## src/rtl/mems_dac_ctrl.sv

```systemverilog
// Sequencer feeding the MEMS SPI master: two-frame DAC init, then X/Y sample frames.
// Optional build macro MEMS_DAC_CLAMP_EN saturates latched codes to [CLAMP_MIN, CLAMP_MAX].
//
// state       | meaning
// INIT_SEND   | start init frame init_idx once SPI master is idle
// INIT_WAIT   | wait for init frame completion
// READY       | accept an (x, y) sample
// X_SEND      | start channel A write once SPI master is idle
// X_WAIT      | wait for channel A frame completion
// Y_SEND      | start channel B write + update-all once SPI master is idle
// Y_WAIT      | wait for channel B frame completion
module mems_dac_ctrl #(
  parameter logic [23:0] INIT_WORD0 = 24'h280001,
  parameter logic [23:0] INIT_WORD1 = 24'h380001,
  parameter int unsigned TIMEOUT    = 4096,
  parameter logic [15:0] CLAMP_MIN  = 16'h0000,
  parameter logic [15:0] CLAMP_MAX  = 16'hFFFF
) (
  input  logic        clk,
  input  logic        rst,
  input  logic [15:0] sample_x,
  input  logic [15:0] sample_y,
  input  logic        sample_valid,
  output logic        sample_ready,
  output logic [23:0] spi_data,
  output logic        spi_start,
  input  logic        spi_busy,
  input  logic        spi_new_data,
  output logic        init_done,
  output logic        fault,
  output logic [15:0] frame_cnt
);

  typedef enum logic [2:0] {
    S_INIT_SEND,
    S_INIT_WAIT,
    S_READY,
    S_X_SEND,
    S_X_WAIT,
    S_Y_SEND,
    S_Y_WAIT
  } state_t;

  localparam logic [15:0] TO_LAST = 16'(TIMEOUT - 1);

  state_t      state, state_nxt;
  logic        init_idx;
  logic [15:0] x_q, y_q;
  logic [15:0] tcnt;
  logic        in_wait;
  logic        timeout_hit;
  logic        start_c;
  logic        ready_c;
  logic [23:0] data_c;

`ifdef MEMS_DAC_CLAMP_EN
  // An inverted window collapses onto CLAMP_MAX.
  localparam logic [15:0] CLAMP_LO = (CLAMP_MIN > CLAMP_MAX) ? CLAMP_MAX : CLAMP_MIN;

  function automatic logic [15:0] clamp_code(input logic [15:0] v);
    if (v > CLAMP_MAX)     return CLAMP_MAX;
    else if (v < CLAMP_LO) return CLAMP_LO;
    else                   return v;
  endfunction
`else
  logic unused_clamp_cfg;
  assign unused_clamp_cfg = ^{CLAMP_MIN, CLAMP_MAX};

  function automatic logic [15:0] clamp_code(input logic [15:0] v);
    return v;
  endfunction
`endif

  assign in_wait = (state == S_INIT_WAIT) || (state == S_X_WAIT) || (state == S_Y_WAIT);
  // A completion arriving on the terminal cycle still counts as success.
  assign timeout_hit = in_wait && !spi_new_data && (tcnt == TO_LAST);

  always_ff @(posedge clk) begin
    if (rst) state <= S_INIT_SEND;
    else     state <= state_nxt;
  end

  always_comb begin
    state_nxt = state;
    start_c   = 1'b0;
    ready_c   = 1'b0;
    data_c    = 24'h0;
    case (state)
      S_INIT_SEND: begin
        data_c = init_idx ? INIT_WORD1 : INIT_WORD0;
        if (!spi_busy) begin
          start_c   = 1'b1;
          state_nxt = S_INIT_WAIT;
        end
      end
      S_INIT_WAIT: begin
        data_c = init_idx ? INIT_WORD1 : INIT_WORD0;
        if (spi_new_data) state_nxt = init_idx ? S_READY : S_INIT_SEND;
        else if (timeout_hit) state_nxt = S_INIT_SEND;
      end
      S_READY: begin
        ready_c = 1'b1;
        if (sample_valid) state_nxt = S_X_SEND;
      end
      S_X_SEND: begin
        data_c = {8'h00, x_q};
        if (!spi_busy) begin
          start_c   = 1'b1;
          state_nxt = S_X_WAIT;
        end
      end
      S_X_WAIT: begin
        data_c = {8'h00, x_q};
        if (spi_new_data) state_nxt = S_Y_SEND;
        else if (timeout_hit) state_nxt = S_INIT_SEND;
      end
      S_Y_SEND: begin
        data_c = {8'h11, y_q};
        if (!spi_busy) begin
          start_c   = 1'b1;
          state_nxt = S_Y_WAIT;
        end
      end
      S_Y_WAIT: begin
        data_c = {8'h11, y_q};
        if (spi_new_data) state_nxt = S_READY;
        else if (timeout_hit) state_nxt = S_INIT_SEND;
      end
      default: state_nxt = S_INIT_SEND;
    endcase
  end

  // Outputs hold their reset values for as long as rst is asserted.
  assign spi_start    = start_c & ~rst;
  assign sample_ready = ready_c & ~rst;
  assign spi_data     = rst ? 24'h0 : data_c;

  always_ff @(posedge clk) begin
    if (rst) begin
      init_idx  <= 1'b0;
      x_q       <= '0;
      y_q       <= '0;
      tcnt      <= '0;
      init_done <= 1'b0;
      fault     <= 1'b0;
      frame_cnt <= '0;
    end else begin
      if (start_c)      tcnt <= '0;
      else if (in_wait) tcnt <= tcnt + 16'd1;

      if (state == S_READY && sample_valid) begin
        x_q <= clamp_code(sample_x);
        y_q <= clamp_code(sample_y);
      end

      if (timeout_hit) begin
        fault     <= 1'b1;
        init_done <= 1'b0;
        init_idx  <= 1'b0;
        x_q       <= '0;
        y_q       <= '0;
      end else if (spi_new_data) begin
        if (state == S_INIT_WAIT) begin
          if (init_idx) init_done <= 1'b1;
          else          init_idx  <= 1'b1;
        end
        if (state == S_Y_WAIT) frame_cnt <= frame_cnt + 16'd1;
      end
    end
  end

endmodule

```

## config.mk

```make
export PLATFORM = sky130hd
export DESIGN_NAME = mems_dac_ctrl
export DESIGN_NICKNAME = d
export VERILOG_FILES = /design/src/rtl/mems_dac_ctrl.sv
export SDC_FILE = /design/constraint.sdc
export NUM_CORES = 1
export LEC_CHECK = 0
export CAP_MARGIN = 20
export CELL_PAD_IN_SITES_DETAIL_PLACEMENT = 0
export CELL_PAD_IN_SITES_GLOBAL_PLACEMENT = 1
export CORE_MARGIN = 2
export CORE_UTILIZATION = 36
export DETAILED_ROUTE_END_ITERATION = 10
export PLACE_DENSITY_LB_ADDON = 0.1
export SLEW_MARGIN = 20
export SYNTH_ARGS = -nofsm -noshare
export SYNTH_HDL_FRONTEND = slang
export SYNTH_SLANG_ARGS = --single-unit
```

## constraint.sdc

```tcl
create_clock -name clk -period 2.1 [get_ports clk]
set_input_delay 0.42 -clock clk [delete_from_list [all_inputs] [get_ports clk]]
set_output_delay 0.42 -clock clk [all_outputs]
set_load 0.005 [all_outputs]
```

==> metrics list, run 1 <==
* Final Cell Area: 5170 µm²
- The die covers 10500 µm².
- The critical path in this run is classified as flip-flop to output port.
- Number of nets at the end of the flow: 602
* Die Wd: just over 100 µm
- Tracing the worst setup path back leads to its startpoint at state[1].
- Cell depth of the worst flop-to-flop path: 7
- Warning count from the yosys run: 0
* CTS tree: built
- The critical path goes through buf_8, nor2_4, buf_6, buf_6, buf_6, a22o_1, a22oi_2, nor2_1, buf_2.
* Reported net switching power: around 700 µW
- Entering global routing, the biggest net connects 35 pins.
- Clock network fraction of design power: 0.423
- Following the worst setup path forward leads to its endpoint at spi_data[8].
- Number of buffer cells added on primary ports: 76
* CP most frequent cell: buf_6
- The checks that failed: setup timing.
* Pins Over Slew Limit: 0
- Sequential power share: 0.441
- Top-Level Pins: 81
* Detailed placer's ending HPWL: roughly 6600 µm
- Synthesized area: 3500 µm²
- Counting the buffers created by CTS gives 9.
- Outcome: finished with violations
- At the worst endpoint, the arrival time is about 1.8 ns.
- Setup slack on the critical path of the routed design comes to -0.0682 ns.
- Data required time of the worst path: between 1.5 and 2 ns
- The internal portion of the total power is between 2 and 2.5 mW.
- In this run the core area contains 36 standard-cell rows.
- Max-cap violations in this run came to 0.
- For this run, the top clock speed supported by timing is ~460 MHz.
* Cell types occupying the most area after synthesis: dfxtp_1 (40%), nand2_1 (8.5%), a21oi_1 (7.3%), nor2_1 (4.4%), a22o_1 (3.8%)
- Hold buffer count at cts: 0
- Drt first-iter violations: 100
- Power spread over the standard cell area amounts to around 590 nW/µm².
* Final hold violation count: 0
* Combinational Power Share: 0.136
* Final estimated routing congestion in global placement: about 0.78
- For the final database, setup skew stands at 0.00780 ns.
- Most used DFF post-synth: dfxtp_1
* Min-delay worst type: flip-flop to flip-flop
- The critical path contains buffers and inverters numbering 5 combined.
* Count of non-filler cells in the finished layout: about 700
* Final Cycle Share: 1.03
- The number of antenna violations at the first check in global routing was 0.
- For this run, asynchronously set or reset flops after synthesis account for 0.
* Fraction of final layout cells with drive strength greater than 1: 0.238
- From synthesis to final layout, the design area changed by 47.7%.
- The worst register-to-register path begins at state[0].
- TritonCTS Sinks: 70
- Final routed wire length divided by cell count: between 10 and 15 µm
* Setup WS pre-CTS: -0.154 ns
- Vias in the first global route: between 3000 and 4000
* RSZ-0062 raised after global routing: true
* Util after Layout: 0.539
* Setup slack on the worst flop-to-flop path: 0.08 ns
* Total via count in the routed design: around 3600
- Maximum fanout encountered on the critical timing path: 6
- In the routed layout, each cell is associated on average with a via count of between 5 and 6.
- Diode insertion count for antenna repair: 0
* Overall routed net length: roughly 10000 µm
- Endpoints failing setup: 7
- Type of origin of the critical path: flip-flop
* Average instance area after synthesis: 7.93 µm²
- The H-tree was split into 3 levels.
- Total routing resource utilization after global routing: 0.193
- The tree is rooted in a clkbuf_8.
* Leakage power figure: roughly 1.9 nW
- Area of the core region: 9590 µm²
- Cell taking the most area after synthesis: dfxtp_1
- After layout, the minimum clock period comes to roughly 2.2 ns.
* Worst R2R End: tcnt[15]
- Across the VDD grid, the largest voltage drop is 0.313 mV.
* Critical path capture point type: output port
- Cell with the biggest individual delay on the critical path: dfxtp_4
- The first global-routing pass estimated 16100 µm of wire.
- Family of cells with the greatest summed delay on the critical path: buffers and inverters
- Initial core utilization: 0.365
- For this run the aggregate overflow at the end of global routing stands at 0.
- Of the synthesized area, sequential elements account for 0.400.
* Clock-pin transition on the worst setup and hold timing paths: approximately 0.080 ns
- Count of cell instances traversed by the critical path: 9
- Of the total power, the share spent switching nets is 0.229.
- In this run, synthesis produced a sequential element count of 70.
* Area share of the largest cell type after synthesis: 0.400
- In this design, the stage delay of the slowest critical-path cell is around 0.4 ns.
* Total DRC errors in the routed layout: 0
- Number of enable-type register cells in the synthesized netlist: 0
- Post-DRT Antenna Nets: 0
* Post-synth cell types: between 50 and 60
- The longest clock path from root to sink contains 2 buffers.
* Cell area after placement: 4570 µm²
- The pre-antenna-repair detailed-routing pass consisted of 4 iterations.
- Y dimension of the die: roughly 100 µm
- Worst skew pair latency: between 0.3 and 0.4 ns
* Cell total after placement: approximately 650
- Gate Count Post-Synth: between 400 and 500
-- worst min-delay path by stage --
stage | cells after the start | slack, ns | start | end
after floorplan | 2 | 0.44 | y_q[0] | y_q[0]
after global placement | 2 | 0.44 | y_q[15] | y_q[15]
after detailed placement | 2 | 0.45 | y_q[6] | y_q[6]
after CTS | 2 | 0.46 | y_q[6] | y_q[6]
after global routing | 2 | 0.48 | y_q[6] | y_q[6]
final | 2 | 0.46 | y_q[12] | y_q[12]
-- cells in the mapped netlist, drive strengths merged (5+ instances only) --
master  number
nor2        41
a22o        15
or4          8
a21oi       51
xnor2        5
or3          8
o31ai       11
dfxtp       70
xor2        11
a22oi       15
inv          5
buf         18
o21ai       11
nand2       79
clkbuf      19
nor3         8
nand3        9
nand4        9
-- layout by cell type (no fill, tap or decap), types with 4 or more instances in the layout --
| cell type | netlist | final |
|---|---|---|
| a22o_1 | 15 | 15 |
| nand4_1 | 9 | 9 |
| inv_1 | 5 | 5 |
| buf_6 | 2 | 16 |
| or3_1 | 8 | 8 |
| xnor2_1 | 5 | 5 |
| xor2_1 | 11 | 10 |
| a21oi_1 | 51 | 50 |
| a22oi_2 | 0 | 12 |
| and4_1 | 4 | 4 |
| nand3_1 | 9 | 9 |
| clkdlybuf4s50_1 | 0 | 53 |
| nor2_1 | 41 | 38 |
| nand2_1 | 79 | 79 |
| clkbuf_2 | 1 | 6 |
| nor3_1 | 8 | 5 |
| conb_1 | 1 | 4 |
| clkbuf_8 | 0 | 9 |
| or4_1 | 8 | 8 |
| o31ai_1 | 10 | 10 |
| dfxtp_1 | 70 | 68 |
| buf_2 | 7 | 13 |
| o21ai_0 | 10 | 10 |
| buf_4 | 7 | 47 |
-- flip-flops by register name, indices dropped and copies added, names as in the netlist --
name and cells:
frame_cnt 16, tcnt 16, x_q 16, y_q 16
state 3, fault 1, init_done 1, init_idx 1
-- area by class of cell --
cell class	count	area (µm²)
repair buffers	144	1290
inverters	5	18.8
well taps	133	166
multi-input cells	333	2060
flip-flops and latches	70	1410
fillers	935	4420
clock inverters	4	95.1
clock buffers	12	135
-- cell families after synthesis --
group,Yosys count,share of synthesized area
simple gates,189,0.259
compound gates,121,0.231
flops,70,0.400
buf+inv,42,0.0596
xor+xnor,16,0.0400
fa+ha+maj,2,0.00714
other cells,1,0.00107
mux,1,0.00286
-- metal layers --
metal  up-vias  part of all wire  global-route usage
met2        66              0.52               0.335
met1      1720              0.43               0.239
met3         7             0.037              0.0508
li1       1812                 -                   -
met4         0            0.0099              0.0462
met5         -                 0                   0
-- worst reg2reg max path: stages (launching register included) --
cell	delay, ns
dfxtp_4	0.38
buf_8	0.13
buf_4	0.11
buf_4	0.16
nor3b_4	0.26
o2111ai_2	0.23
or4_1	0.56
a21oi_1	0.14
-- what timing repair did --
item | 4_1_cts | 5_1_grt
gates cloned | 2 | 0
gates resized for setup | 113 | 21
buffers inserted | 20 | 11
pin swaps | 32 | 32
setup endpoints to repair | 22 | 18
-- through the flow --
| stage | total power, mW | hold WS [ns] | setup TNS, ns |
|---|---|---|---|
| floorplan | 1.52 | 0.435 | 0 |
| global placement | 1.67 | 0.444 | -1.31 |
| detailed placement | 1.67 | 0.451 | -1.92 |
| CTS | 3.08 | 0.461 | -1.21 |
| global route | 3.18 | 0.477 | -1.55 |
| finish | 3.07 | 0.460 | -0.250 |
-- power groups by stage --
stage,clock network [mW],registers [mW],logic (mW)
finish,1.30,1.35,0.418
global route,1.38,1.35,0.448
global placement,0,1.38,0.295
detailed placement,0,1.38,0.295
floorplan,0,1.38,0.140
CTS,1.33,1.35,0.394
Note: power is estimated with default switching activity, not from simulation.
==> run 2: changes to the inputs <==
==> constraint.sdc (replaced) <==
create_clock -name clk -period 2.2 [get_ports clk]
set_input_delay 0.44 -clock clk [delete_from_list [all_inputs] [get_ports clk]]
set_output_delay 0.44 -clock clk [all_outputs]
set_load 0.005 [all_outputs]
==> run 2 against run 1 <==
The run still ends with setup timing left; non-clock buffer count down 12; final cell count is 1.7% lower; wire length decreased by 2.9%; flip-flop and latch count unchanged; final area shrank 2.9%; combinational power is 13% lower; die area unchanged; sequential share of layout area up 0.82 points; register-to-register slack improved by 0.09 ns; hold slack got worse by 0.0017 ns; global-route usage rose by 0.16 points.
==> metrics list, run 2 (same netlist as run 1, synthesis figures left out) <==
- Outcome: finished with violations
* Violated checks: setup timing
* Final Cycle Share: 1.01
- The analysis attributes to cell leakage a power of 1.81 nW.
* Number of buffers on the longest clock path: 2
* Final routed wire length divided by cell count: about 14 µm
- Worst R2R End: tcnt[11]
- Final total power: about 2.8 mW
* Maximum fanout encountered on the critical timing path: 5
* Cell total after placement: approximately 650
* Min-delay src: y_q[14]
- In the final layout, the multi-input gates occupy around 2000 µm².
- In this run the clock root is driven by a clkbuf_8.
- The total count of hold-check failures in the final report came to 0.
- In the layout the commonest cells are nand2_1 (79), dfxtp_1 (68), clkdlybuf4s50_1 (53).
* Max-cap violations: 0
* Most common library cell in the layout ignoring fill and taps: nand2_1
- Util after Layout: 0.524
- Of the total power, combinational logic draws 0.129.
* Post-DRT Antenna Nets: 0
* Final estimated routing congestion in global placement: ~0.76
- Worst Hold Path Cells: 2
* Final setup margin: -0.0285 ns
- Placement Rows: 36
* Total DRC errors in the routed layout: 0
- Area of the core region: approximately 9600 µm²
- For this design, the sink count on the clock tree is 70.
* Total routing resource utilization after global routing: 0.195
- Reported net switching power: between 600 and 700 µW
* P_int: ~2.1 mW
- Clock-pin transition on the worst setup and hold timing paths: approximately 0.08 ns
* Arrival time worst endpoint: between 1.5 and 2 ns
- between 80 and 90 I/O pins were placed.
- Hold timing on the final database bottoms out at a slack of approximately 0.46 ns.
* Setup slack on the worst flop-to-flop path: 0.17 ns
- Of the total power, registers draw 0.458.
* Y dimension of the die: just over 100 µm
* Switching power share of the total: 0.237
- The H-tree was split into 3 levels.
- Detailed placement ended at an HPWL of approximately 6500 µm.
- Synth-to-Final Area Change: 43.4%
* Power density normalized to cell area: between 500 and 600 nW/µm²
- The final route contains 3515 vias.
- Worst R2R Start: state[1]
* Critical path capture point type: output port
- For this configuration, the core starts out at a cell density of 0.365.
- The max-slew violation count is 0.
- After the first detailed-routing iteration, the DRC count stood at 142.
* Clock network fraction of design power: 0.413
- The die is around 100 µm wide.
- The later pin in the worst-skew pair is clocked with a latency of between 0.3 and 0.4 ns.
- Min-delay worst type: flip-flop to flip-flop
* Number of filler cells placed in the layout: between 900 and 1000
- Via-to-Cell Ratio: approximately 5.1
- Counting I/O delays and the setup requirement, the final critical path takes roughly 2.2 ns.
- For hold timing, the worst endpoint is y_q[14].
* RSZ-0062 raised after global routing: true
- Data required time of the worst path: between 1.5 and 2 ns
- Total CTS buffers: 9
- Area occupied by registers: about 1400 µm²
- The total overflow left after global routing is 0.
* Setup WS pre-CTS: -0.0831 ns
* Crit Path Class: flip-flop to output port
* Pin count of the biggest net entering global routing: 35
* Vias in the first global route: between 3000 and 4000
- After detailed routing, the total wire length is ~10000 µm.
* Number of search-and-repair iterations in the first detailed-routing pass: 4
- On the final layout, the worst clock skew is about 0.0078 ns.
- After the last flow step, the layout net total stands at between 500 and 600.
- Cell depth of the worst flop-to-flop path: 7
- Setup violations remaining at the end of the flow were counted as 1.
- CTS tree: built
- Port buffering added between 70 and 80 buffers.
- The repair_antennas step left the layout with diodes totalling 0.
- First-pass GRT wire length: about 16000 µm
- For this run, the number of standard cells in the final layout without fillers is 689.
* Achievable Freq: between 400 and 500 MHz
* Peak supply drop: around 0.31 mV
- The die covers 10500 µm².
* Type of origin of the critical path: flip-flop
- Fraction of final layout cells with drive strength greater than 1: 0.207
- The number of antenna violations at the first check in global routing is 0.
==> run 2: worst max path at each step <==
stage,endpoint,startpoint,slack (ns)
floorplan,spi_data[10],state[1],0.25
global placement,sample_ready,rst,-0.05
detailed placement,sample_ready,rst,-0.08
CTS,spi_data[6],state[0],-0.13
global route,spi_data[11],state[0],-0.13
finish,spi_data[11],state[0],-0.03
==> run 2: through the flow <==
step,setup TNS (ns),cell area [µm²]
detailed placement,-0.367,4550
floorplan,0,3510
CTS,-1.05,4990
global placement,-0.129,4550
finish,-0.0285,5020
global route,-0.358,5020
==> run 2: power groups by stage <==
stage	registers, mW	clock network, mW	logic (mW)
3_3_place_gp	1.32	0	0.283
6_report	1.29	1.16	0.362
2_1_floorplan	1.31	0	0.134
4_1_cts	1.29	1.20	0.352
5_1_grt	1.29	1.25	0.390
3_5_place_dp	1.32	0	0.282
==> run 2: cell type report <==
type	count	area share
inverter	5	0.00374
tap	133	0.0331
clock inverter	4	0.0139
multi-input combinational	333	0.403
sequential	70	0.280
timing repair buffer	132	0.237
clock buffer	12	0.0289
==> run 2: critical path, cell delays in order, from the launching register on <==
cell and delay (ns):
dfxtp_4 0.37, xor2_4 0.19, buf_6 0.14, buf_6 0.11
a22o_1 0.21, a22oi_2 0.11, nor2_1 0.06, dlygate4sd2_1 0.26
==> run 2: layer usage <==
metal / part of all wire / GRT usage
met5: 0 / 0
met2: 0.50 / 0.327
met1: 0.46 / 0.249
met4: 0.0047 / 0.0431
met3: 0.038 / 0.0542
==> run 2: timing repair <==
item / in CTS / in global routing
hold buffers: 0 / 0
endpoints found under the setup margin: 22 / 18
pin swaps: 12 / 26
buffers inserted: 15 / 8
resized for setup: 71 / 31
cloned: 2 / 0
